File: src/rtl/dff_bank_arbiter_if.sv
// dff_bank_arbiter_if: requester/arbiter bundle for the shared register arbiter.
interface dff_bank_arbiter_if #(
  parameter int N_REQ = 4,
  parameter int WIDTH = 8
);
  localparam int OW = (N_REQ > 1) ? $clog2(N_REQ) : 1;
  logic [N_REQ-1:0]       req;
  logic [N_REQ*WIDTH-1:0] wdata;
  logic [N_REQ-1:0]       gnt;
  logic [OW-1:0]          owner;
  logic                   busy;
  logic [WIDTH-1:0]       q;
  logic [WIDTH-1:0]       qbar;
  modport master (output req, wdata, input gnt, owner, busy, q, qbar);
  modport slave  (input req, wdata, output gnt, owner, busy, q, qbar);
endinterface

File: src/rtl/dff_bank_arbiter.sv
// dff_bank_arbiter: round-robin arbiter sharing one register among requesters with a hold limit.
module dff_bank_arbiter #(
  parameter int N_REQ    = 4,
  parameter int WIDTH    = 8,
  parameter int HOLD_MAX = 4
) (
  input logic               clk,
  input logic               rst,
  dff_bank_arbiter_if.slave bus
);
  localparam int OW = (N_REQ > 1) ? $clog2(N_REQ) : 1;
  localparam int HW = $clog2(HOLD_MAX + 1);
  typedef enum logic {IDLE, GRANT} state_t;
  state_t           state_q, state_d;
  logic [N_REQ-1:0] gnt_q, gnt_d;
  logic [OW-1:0]    owner_q, owner_d, last_q, last_d, win, idx;
  logic [HW-1:0]    hold_q, hold_d;
  logic [WIDTH-1:0] q_q, q_d;
  logic             own_req;
  // Scan from farthest to nearest so the first requester after last wins.
  always_comb begin
    win = last_q;
    idx = last_q;
    for (int k = N_REQ; k >= 1; k--) begin
      idx = OW'((int'(last_q) + k) % N_REQ);
      if (bus.req[idx]) win = idx;
    end
  end
  assign own_req = bus.req[owner_q];
  always_comb begin
    state_d = state_q;
    gnt_d   = gnt_q;
    owner_d = owner_q;
    last_d  = last_q;
    hold_d  = hold_q;
    q_d     = q_q;
    if (state_q == IDLE) begin
      if (|bus.req) begin
        state_d = GRANT;
        gnt_d   = N_REQ'(1) << win;
        owner_d = win;
        last_d  = win;
        hold_d  = '0;
      end
    end else begin
      if (own_req) begin
        q_d    = bus.wdata[owner_q*WIDTH +: WIDTH];
        hold_d = hold_q + HW'(1);
      end
      if (!own_req || hold_q == HW'(HOLD_MAX - 1)) begin
        state_d = IDLE;
        gnt_d   = '0;
      end
    end
  end
  always_ff @(posedge clk or posedge rst) begin
    if (rst) begin
      state_q <= IDLE;
      gnt_q   <= '0;
      owner_q <= '0;
      last_q  <= OW'(N_REQ - 1);
      hold_q  <= '0;
      q_q     <= '0;
    end else begin
      state_q <= state_d;
      gnt_q   <= gnt_d;
      owner_q <= owner_d;
      last_q  <= last_d;
      hold_q  <= hold_d;
      q_q     <= q_d;
    end
  end
  assign bus.gnt   = gnt_q;
  assign bus.owner = owner_q;
  assign bus.busy  = (state_q == GRANT);
  assign bus.q     = q_q;
  assign bus.qbar  = ~q_q;
endmodule

File: src/flat_wrapper.sv
// flat-port wrapper written by rule: the top's interface ports become plain ports
module dff_bank_arbiter_flat 
#(
  parameter int N_REQ    = 4,
  parameter int WIDTH    = 8,
  parameter int HOLD_MAX = 4
)
  (clk, rst, bus_req, bus_wdata, bus_gnt, bus_owner, bus_busy, bus_q, bus_qbar);
  dff_bank_arbiter_if #(.N_REQ(N_REQ), .WIDTH(WIDTH)) bus_i ();
  input logic clk;
  input logic rst;
  input wire logic [$bits(bus_i.req)-1:0] bus_req;
  input wire logic [$bits(bus_i.wdata)-1:0] bus_wdata;
  output wire logic [$bits(bus_i.gnt)-1:0] bus_gnt;
  output wire logic [$bits(bus_i.owner)-1:0] bus_owner;
  output wire logic [$bits(bus_i.busy)-1:0] bus_busy;
  output wire logic [$bits(bus_i.q)-1:0] bus_q;
  output wire logic [$bits(bus_i.qbar)-1:0] bus_qbar;
  assign bus_i.req = bus_req;
  assign bus_i.wdata = bus_wdata;
  assign bus_gnt = bus_i.gnt;
  assign bus_owner = bus_i.owner;
  assign bus_busy = bus_i.busy;
  assign bus_q = bus_i.q;
  assign bus_qbar = bus_i.qbar;
  dff_bank_arbiter #(.N_REQ(N_REQ), .WIDTH(WIDTH), .HOLD_MAX(HOLD_MAX)) u_core (.clk(clk), .rst(rst), .bus(bus_i));
endmodule
File: config.mk
export PLATFORM = sky130hd
export DESIGN_NAME = dff_bank_arbiter_flat
export DESIGN_NICKNAME = d
export VERILOG_FILES = /design/src/rtl/dff_bank_arbiter_if.sv /design/src/rtl/dff_bank_arbiter.sv /design/src/flat_wrapper.sv
export SDC_FILE = /design/constraint.sdc
export NUM_CORES = 1
export LEC_CHECK = 0
export CAP_MARGIN = 25
export CORE_MARGIN = 2
export CORE_UTILIZATION = 35
export DETAILED_ROUTE_END_ITERATION = 6
export PLACE_DENSITY_LB_ADDON = 0.05
export SLEW_MARGIN = 20
export SYNTH_ARGS = -nofsm -noshare
export SYNTH_HDL_FRONTEND = slang
export SYNTH_SLANG_ARGS = --single-unit
File: constraint.sdc
create_clock -name clk -period 1.6 [get_ports clk]
set_input_delay 0.24 -clock clk [delete_from_list [all_inputs] [get_ports clk]]
set_output_delay 0.24 -clock clk [all_outputs]
set_load 0.01 [all_outputs]
==> results of run 1 <==
kinds of logic (layout without fill, tap and decap cells):
kind of cell	after synthesis	in the layout	synth area share, %
mux	17	17	28.7
buf+inv	15	90	6.90
flops	20	20	42.7
simple gates	20	20	9.02
compound gates	18	18	10.6
fa+ha+maj	2	2	2.12
routing by layer:
metal	track usage [%]	vias up	share of wire (%)
li1	-	492	-
met1	21.6	473	44
met2	25.7	28	51
met3	2.69	2	4.8
met4	5.47	0	0.52
met5	0	-	0
final timing paths:
check | start | slack [ps] | depth (start not counted) | end
max in group asynchronous | rst | 1090 | 3 | u_core.last_q[1]
worst min-delay path | rst | 240 | 3 | u_core.bus.gnt[1]
worst max-delay path | u_core.bus.owner[0] | -0.5 | 3 | u_core.bus.q[3]
worst max register to register | u_core.bus.owner[0] | -0.5 | 3 | u_core.bus.q[3]
worst min register to register | u_core.bus.gnt[0] | 510 | 1 | u_core.bus.gnt[0]
min in group clk | u_core.bus.gnt[0] | 510 | 1 | u_core.bus.gnt[0]
cells in the mapped netlist:
cell	count
nor4_1	1
o2bb2ai_1	2
nand4_1	1
dfrtp_1	18
clkbuf_2	1
o21ai_0	9
mux4_2	1
ha_1	2
nand2_4	1
a32o_1	2
buf_12	1
nand2b_1	2
inv_1	11
dfstp_2	2
o22ai_2	1
nand3_1	5
nor2b_1	2
nor2_1	3
mux4_1	8
clkbuf_1	1
mux2_2	4
buf_6	1
nand2_1	4
a21o_1	1
or2_2	1
o21a_1	3
mux2_4	4
layout make-up:
type / count / area [µm²]
clock buffer: 3 / 22.5
multi-input combinational: 57 / 592
timing repair buffer: 75 / 728
clock inverter: 1 / 30.0
tap: 46 / 57.6
inverter: 11 / 41.3
fill: 281 / 1310
sequential: 20 / 504
sequential cells by signal, summed over array words and instances, names as in the netlist:
register          count
u_core.bus.owner      2
u_core.bus.busy       1
u_core.last_q         2
u_core.bus.gnt        4
u_core.hold_q         3
u_core.bus.q          8
through the flow:
stage	area, µm²	setup WS [ps]	total power, µW
global placement	1880	-277	2940
finish	1980	-0.517	3430
global route	1980	-58.0	3710
CTS	1950	-15.1	3450
detailed placement	1880	-310	2960
floorplan	1180	-144	2090
timing repair:
action                     CTS  global route
setup endpoints to repair   13            20
resized for setup            9             6
setup buffers                2             2
worst max-delay path: cells and delay by family (launching register included):
| family | cells | cell delay [ps] |
|---|---|---|
| and+or+nand+nor | 1 | 140 |
| muxes | 2 | 930 |
| DFF | 1 | 420 |
power by group through the flow:
stage / clock (µW) / combinational, µW / sequential, µW
after floorplan: 0 / 1060 / 1030
after global placement: 0 / 1950 / 987
after detailed placement: 0 / 1970 / 997
after global routing: 455 / 2230 / 1030
final: 414 / 2030 / 990
after CTS: 426 / 2040 / 991
==> flow_metrics.env, run 1 <==
export IMPL_critPathSlowestCell="mux4_2"
export IMPL_crit_arrival_ps=1790
export IMPL_dieHeight_um=62.0
export IMPL_hp_class="in2async"
export IMPL_synth_nets=132
export IMPL_synthCells=92
export IMPL_grt_max_degree=21
export IMPL_finalMaxSlewViolations=0
export IMPL_io_pins=61
export IMPL_endpoint_kind="flip-flop"
export IMPL_seqPwrFrac_pct=28.9
export IMPL_min_period_ps=1600
export IMPL_rsz0062_at_grt="yes"
export IMPL_antenna_found_initial=0
export IMPL_port_buffer_count=60
export IMPL_tritoncts="yes"
export IMPL_gp_congestion=0.728
export IMPL_path_cells="mux4_2 -> nand2_8 -> mux2_2"
export IMPL_synth_seq_cells=20
export IMPL_setup_ws_ps=-0.517
export IMPL_grt_first_pass_wirelength_um=4370
export IMPL_max_stage_delay_ps=590
export IMPL_drt_pass1_iterations=2
export IMPL_required_ps=1790
export IMPL_finClkSkew_ps=6.17
export IMPL_fmax_ghz=0.625
export IMPL_fp_row_count=21
export IMPL_clk_pin_slew_worst_paths_ps=120
export IMPL_fin_nets=208
export IMPL_yosys_cell_types_count=27
export IMPL_synth_top_area_share_pct=38.2
export IMPL_hold_buffers=0
export IMPL_cts_buffer_depth=2
export IMPL_cp_max_fo=10
export IMPL_grt_pass1_vias=940
export IMPL_p_sw_share_pct=33.8
export IMPL_hold_slack_ps=243
export IMPL_worst_slew_pin_transition_ps=334
export IMPL_drc=0
export IMPL_cts_sinks=20
export IMPL_fin_cells=213
export IMPL_clockPowerShare_pct=12.1
export IMPL_p_int_uw=2270
export IMPL_die_area_mm2=0.00385
export IMPL_synthTopCellsByArea="dfrtp_1, mux4_1, mux2_4, dfstp_2, o21ai_0"
export IMPL_p_leak_uw=0.000905
export IMPL_outcome="finished with violations"
export IMPL_layout_commonest_cell="clkdlybuf4s50_1"
export IMPL_violations="setup timing"
export IMPL_avgSynthCellArea_um2=12.8
export IMPL_setup_viol=1
export IMPL_via_count=995
export IMPL_worst_skew_pair_late_latency_ps=300
export IMPL_totalWireLength_um=2890
export IMPL_htree_levels=1
export IMPL_tns_ps=-0.517
export IMPL_postRouteAntennaNets=0
export IMPL_crit_type="reg2reg"
export IMPL_die_x_um=62.0
export IMPL_layout_area_overhead_vs_synth_pct=67.6
export IMPL_p_switching_uw=1160
export IMPL_cp_start_kind="flip-flop"
export IMPL_relSlewSlack_pct=77.6
export IMPL_hpwl_um=2210
export IMPL_syn_cell_area_mm2=0.00118
export IMPL_post_place_cells=205
export IMPL_grt_ovfl_total=0
export IMPL_drv_cap=0
export IMPL_synth_top_area_cell="dfrtp_1"
export IMPL_powerDensity_mw_per_mm2=1740
export IMPL_drtIter0Drc=28
export IMPL_p_comb_share_pct=59.1
export IMPL_synth_seq_area_share_pct=42.7
export IMPL_drive_above_1_share_pct=22.2
export IMPL_fin_util_pct=60.2
export IMPL_start_util_pct=35.9
export IMPL_cts_root_buf="clkbuf_4"
export IMPL_ir_drop_v=0.000716
export IMPL_yosys_warnings=0
export IMPL_wl_per_cell_um=13.6
export IMPL_num_antenna_cells=0
export IMPL_final_hold_violation_count=0
export IMPL_viasPerCell=4.67
export IMPL_period_share_pct=100
export IMPL_cts_buffers=3
export IMPL_coreArea_mm2=0.00328
export IMPL_grt_usage_pct=15.9
export IMPL_mostFrequentLayoutCells="clkdlybuf4s50_1, dfrtp_1, buf_4, inv_1, o21ai_0"
Power figures use the tool's default switching activity.
==> run 2, diff against run 1 <==
Settings changed: CORE_UTILIZATION 35 to 39.
Clock period 1.6 ns to 1.7 ns, I/O delays scaled along.
==> run 2 against run 1 <==
Effect of this change: the run ends with DRC left; combinational power fell by 9%; critical endpoint is now u_core.bus.q[5]; global-route usage rose by 2.9 points; highest routed layer unchanged; critical path depth unchanged; clock skew grew 1.7 ps; sequential cell count is the same; register-to-register slack improved by 80 ps; first-iteration DRC count is 25% lower; sequential power shrank 7.4%; largest power group unchanged; hold slack improved by 6.6 ps; wire length decreased by 0.76%.
==> flow_metrics.env, run 2 (synthesized netlist as in run 1, its figures left out) <==
export IMPL_via_count=999
export IMPL_clockPowerShare_pct=9.2
export IMPL_tns_ps=0
export IMPL_postRouteAntennaNets=0
export IMPL_wl_per_cell_um=14.7
export IMPL_dieHeight_um=59.0
export IMPL_total_power_uw=3040
export IMPL_hold_buffers=0
export IMPL_grt_pass1_vias=1049
export IMPL_largest_register_ffs=8
export IMPL_grt_max_degree=21
export IMPL_fin_nets=206
export IMPL_endpoint_kind="flip-flop"
export IMPL_powerDensity_mw_per_mm2=1590
export IMPL_hpwl_um=2330
export IMPL_r2r_slack_ps=80
export IMPL_fmax_ghz=0.618
export IMPL_hp_class="in2async"
export IMPL_cts_buffer_depth=2
export IMPL_grt_usage_pct=18.8
export IMPL_ir_drop_v=0.00107
export IMPL_cts_buffers=3
export IMPL_worst_skew_pair_late_latency_ps=310
export IMPL_htree_levels=1
export IMPL_num_antenna_cells=0
export IMPL_io_pins=61
export IMPL_drc=3
export IMPL_finClkSkew_ps=7.90
export IMPL_outcome="finished with violations"
export IMPL_drv_cap=0
export IMPL_drt_pass1_iterations=6
export IMPL_layout_area_overhead_vs_synth_pct=62.4
export IMPL_antenna_found_initial=0
export IMPL_die_x_um=59.0
export IMPL_fillerInstances=223
export IMPL_drive_above_1_share_pct=19.4
export IMPL_clk_pin_slew_worst_paths_ps=110
export IMPL_drtIter0Drc=21
export IMPL_final_hold_violation_count=0
export IMPL_min_period_ps=1620
export IMPL_worst_slew_pin_transition_ps=325
export IMPL_grt_first_pass_wirelength_um=4870
export IMPL_post_dp_cell_area_mm2=0.00186
export IMPL_start_util_pct=42.0
export IMPL_cp_start_kind="flip-flop"
export IMPL_relSlewSlack_pct=78.3
export IMPL_coreArea_mm2=0.00281
export IMPL_violations="DRC"
export IMPL_gp_congestion=0.797
export IMPL_reg2reg_from="u_core.bus.owner[0]"
export IMPL_mostFrequentLayoutCells="clkdlybuf4s50_1, dfrtp_1, buf_4, inv_1, o21ai_0"
export IMPL_required_ps=1900
export IMPL_cp_max_fo=10
export IMPL_p_switching_uw=1050
export IMPL_finalMaxSlewViolations=0
export IMPL_seqPwrFrac_pct=30.1
export IMPL_fp_row_count=19
export IMPL_tritoncts="yes"
export IMPL_p_leak_uw=0.000856
export IMPL_fin_util_pct=68.2
export IMPL_port_buffer_count=60
export IMPL_p_comb_share_pct=60.7
export IMPL_viasPerCell=5.10
export IMPL_p_int_uw=1990
export IMPL_final_area_mm2=0.00191
export IMPL_grt_ovfl_total=0
export IMPL_period_share_pct=95.1
export IMPL_cts_root_buf="clkbuf_4"
export IMPL_rr_endpoint="u_core.bus.q[5]"
export IMPL_crit_type="reg2reg"
export IMPL_cts_sinks=20
export IMPL_die_area_mm2=0.00348
export IMPL_totalWireLength_um=2870
export IMPL_layout_commonest_cell="clkdlybuf4s50_1"
export IMPL_r2r_cells=3
export IMPL_rsz0062_at_grt="no"
export IMPL_crit_arrival_ps=1810
export IMPL_p_sw_share_pct=34.6
export IMPL_setup_viol=0
## run 2: changes by cell type in the layout (fill, tap and decap cells not counted), sizes merged
cell           previous run  this run
buf                      15        13
bufinv                    1         0
clkbuf                    3         4
clkdlybuf4s50            51        58
dlygate4sd2               3         1
dlymetal6s2s              6         1
## run 2: how the worst max path moves through the flow
stage	slack (ps)	cells after the start	end	from
2_1_floorplan	-40	5	u_core.bus.q[0]	u_core.bus.owner[0]
3_3_place_gp	-140	4	u_core.bus.q[7]	bus_req[3]
3_5_place_dp	-200	4	u_core.bus.q[5]	bus_req[3]
4_1_cts	10	2	bus_owner[1]	u_core.bus.owner[1]
5_1_grt	20	3	u_core.bus.q[5]	u_core.bus.owner[0]
6_report	80	3	u_core.bus.q[5]	u_core.bus.owner[0]
## run 2: cell type report
type                            count  area (µm²)  area share [%]
Timing Repair Buffer               73         699            36.5
Inverter                           11        41.3            2.16
Sequential cell                    20         504            26.3
Clock buffer                        4        36.3            1.90
Tap cell                           31        38.8            2.03
Multi-Input combinational cell     57         594            31.0
## run 2: repair_timing
| item | CTS | global route |
|---|---|---|
| resized for setup | 1 | 2 |
| setup buffers | 2 | 0 |
| setup endpoints to repair | 2 | 2 |
## run 2: metrics by stage
stage	std cells	hold WS [ps]	setup slack [ps]
after floorplan	92	217	-43.7
after global placement	190	479	-137
after detailed placement	190	479	-197
after CTS	196	261	14.3
after global routing	196	310	20.5
final	196	250	82.8
## run 2: per-layer routing
metal  share of wire [%]  track usage (%)
met5                   0                0
met4                0.87             3.90
met3                 6.6             5.02
met2                  53             33.5
met1                  39             22.8
## run 2: power groups by stage
stage	logic [µW]	clock network (µW)	registers, µW
after floorplan	998	0	972
after global placement	1790	0	935
after detailed placement	1830	0	933
after CTS	1870	286	919
after global routing	2010	306	959
final	1850	279	917
## run 2: worst max-delay path, cell delays in order (launching register included)
cell     delay [ps]
dfrtp_1         400
mux4_2          560
nand2_4         190
mux2_2          360
==> run 3, diff against run 2 <==
Settings changed: GPL_TIMING_DRIVEN set to 0.
==> run 3 against run 2 <==
Effect of this change: the flow still finishes with violations (DRC); core utilization is 1.5 points lower; register-to-register slack worse by 50 ps; combinational power rose by 4%; wire length shrank 0.31%; cell area shrank 2.2%; sequential share of layout area rose by 0.58 points; die area unchanged; setup slack lost 52 ps; final cell count down 3.6%; via count grew 2.2%; fmax shrank 3.1%; largest power group unchanged.
==> flow_metrics.env, run 3 (synthesized netlist as in run 1, its figures left out) <==
export IMPL_outcome="finished with violations"
export IMPL_violations="DRC"
export IMPL_grtUsageMet1_pct=21.5
export IMPL_rsz0062_at_grt="yes"
export IMPL_wl_per_cell_um=15.1
export IMPL_layout_area_overhead_vs_synth_pct=58.9
export IMPL_port_buffer_count=60
export IMPL_max_stage_delay_ps=530
export IMPL_path_cells="buf_6 -> mux4_2 -> nand2_4 -> buf_12 -> mux2_4"
export IMPL_viasPerCell=5.40
export IMPL_final_hold_violation_count=0
export IMPL_hpwl_um=2290
export IMPL_powerDensity_mw_per_mm2=1630
export IMPL_antenna_found_initial=0
export IMPL_cts_buffer_depth=2
export IMPL_drive_above_1_share_pct=15.8
export IMPL_setup_ws_ps=31.1
export IMPL_grt_first_pass_wirelength_um=4630
export IMPL_clockPowerShare_pct=7.2
export IMPL_r2r_cells=5
export IMPL_p_comb_share_pct=62.9
export IMPL_endpoint_kind="flip-flop"
export IMPL_p_sw_share_pct=35.0
export IMPL_worst_slew_pin_transition_ps=763
export IMPL_tns_ps=0
export IMPL_crit_arrival_ps=1870
export IMPL_drtIter0Drc=32
export IMPL_num_antenna_cells=0
export IMPL_grt_usage_pct=17.7
export IMPL_relSlewSlack_pct=49.1
export IMPL_io_pins=61
export IMPL_grt_use_met2_pct=31.4
export IMPL_hold_buffers=0
export IMPL_layout_commonest_cell="clkdlybuf4s50_1"
export IMPL_setup_viol=0
export IMPL_die_x_um=59.0
export IMPL_post_dp_cell_area_mm2=0.00182
export IMPL_seqPwrFrac_pct=29.9
export IMPL_p_int_uw=1990
export IMPL_clk_pin_slew_worst_paths_ps=110
export IMPL_drc=2
export IMPL_p_leak_uw=0.000809
export IMPL_fp_row_count=19
export IMPL_grt_ovfl_total=0
export IMPL_cp_max_fo=6
export IMPL_gp_congestion=0.790
export IMPL_min_period_ps=1670
export IMPL_critPathSlowestCell="mux4_2"
export IMPL_period_share_pct=98.2
export IMPL_hp_class="in2async"
export IMPL_die_area_mm2=0.00348
export IMPL_cts_root_buf="clkbuf_4"
export IMPL_cts_sinks=20
export IMPL_drv_cap=0
export IMPL_required_ps=1900
export IMPL_grt_pass1_vias=1049
export IMPL_fmax_ghz=0.599
export IMPL_htree_levels=1
export IMPL_pre_cts_slack_ps=-280
export IMPL_final_area_mm2=0.00187
export IMPL_dieHeight_um=59.0
export IMPL_drt_pass1_iterations=7
export IMPL_worst_skew_pair_late_latency_ps=300
export IMPL_largest_register_ffs=8
export IMPL_fin_nets=200
export IMPL_via_count=1021
export IMPL_finClkSkew_ps=5.03
export IMPL_p_switching_uw=1070
export IMPL_mostFrequentLayoutCells="clkdlybuf4s50_1, dfrtp_1, inv_1, mux4_1, o21ai_0"
export IMPL_start_util_pct=42.0
export IMPL_totalWireLength_um=2860
export IMPL_r2r_slack_ps=30
export IMPL_finalMaxSlewViolations=0
export IMPL_met3_usage_pct=4.15
export IMPL_coreArea_mm2=0.00281
export IMPL_cts_buffers=3
export IMPL_ir_drop_v=0.000947
export IMPL_crit_type="reg2reg"
export IMPL_busiest_layer="met2"
export IMPL_grt_max_degree=21
export IMPL_tritoncts="yes"
export IMPL_fin_util_pct=66.8
export IMPL_postRouteAntennaNets=0
export IMPL_cp_start_kind="flip-flop"
export IMPL_total_power_uw=3060
[run 3: stage by stage]
| step | cells | hold WS [ps] |
|---|---|---|
| global route | 189 | 456 |
| finish | 189 | 383 |
| global placement | 183 | 481 |
| floorplan | 92 | 217 |
| detailed placement | 183 | 477 |
| CTS | 188 | 399 |
[run 3: final timing paths]
kind,from,endpoint
worst max-delay path,u_core.bus.owner[0],u_core.bus.q[0]
worst min-delay path,rst,u_core.bus.owner[1]
worst max register to register,u_core.bus.owner[0],u_core.bus.q[0]
worst min register to register,u_core.hold_q[0],u_core.hold_q[0]
max in group asynchronous,rst,u_core.bus.busy
min in group clk,u_core.hold_q[0],u_core.hold_q[0]
[run 3: layout make-up]
type	instances	area, µm²
fillers	240	932
repair buffers	63	623
clock buffers	3	22.5
well taps	31	38.8
multi-input cells	57	601
flip-flops and latches	20	504
inverters	11	41.3
plain buffers	4	42.5
[run 3: power groups by stage]
stage               Clock, µW  Combinational [µW]  Sequential (µW)
floorplan                   0                 998              972
CTS                       235                1930              915
global placement            0                1840              908
global route              252                2080              953
finish                    221                1930              916
detailed placement          0                1880              926
[run 3: per-layer routing]
| metal | vias up | share of wire, % |
|---|---|---|
| li1 | 476 | - |
| met5 | - | 0 |
| met4 | 0 | 0.73 |
| met2 | 40 | 52 |
| met3 | 4 | 5.9 |
| met1 | 501 | 41 |
[run 3: timing repair]
| action | 4_1_cts | 5_1_grt |
|---|---|---|
| endpoints found under the hold margin | 0 | 0 |
| pin swaps | 1 | 1 |
| gates resized for setup | 1 | 4 |
| setup buffers | 2 | 1 |
| endpoints found under the setup margin | 10 | 10 |
[run 3: critical path: cells and delay by family (launching register included)]
kind | cells | cell delay [ps]
multiplexers | 2 | 820
AND/OR/NAND/NOR | 1 | 140
buffers and inverters | 2 | 240
flip-flops | 1 | 370
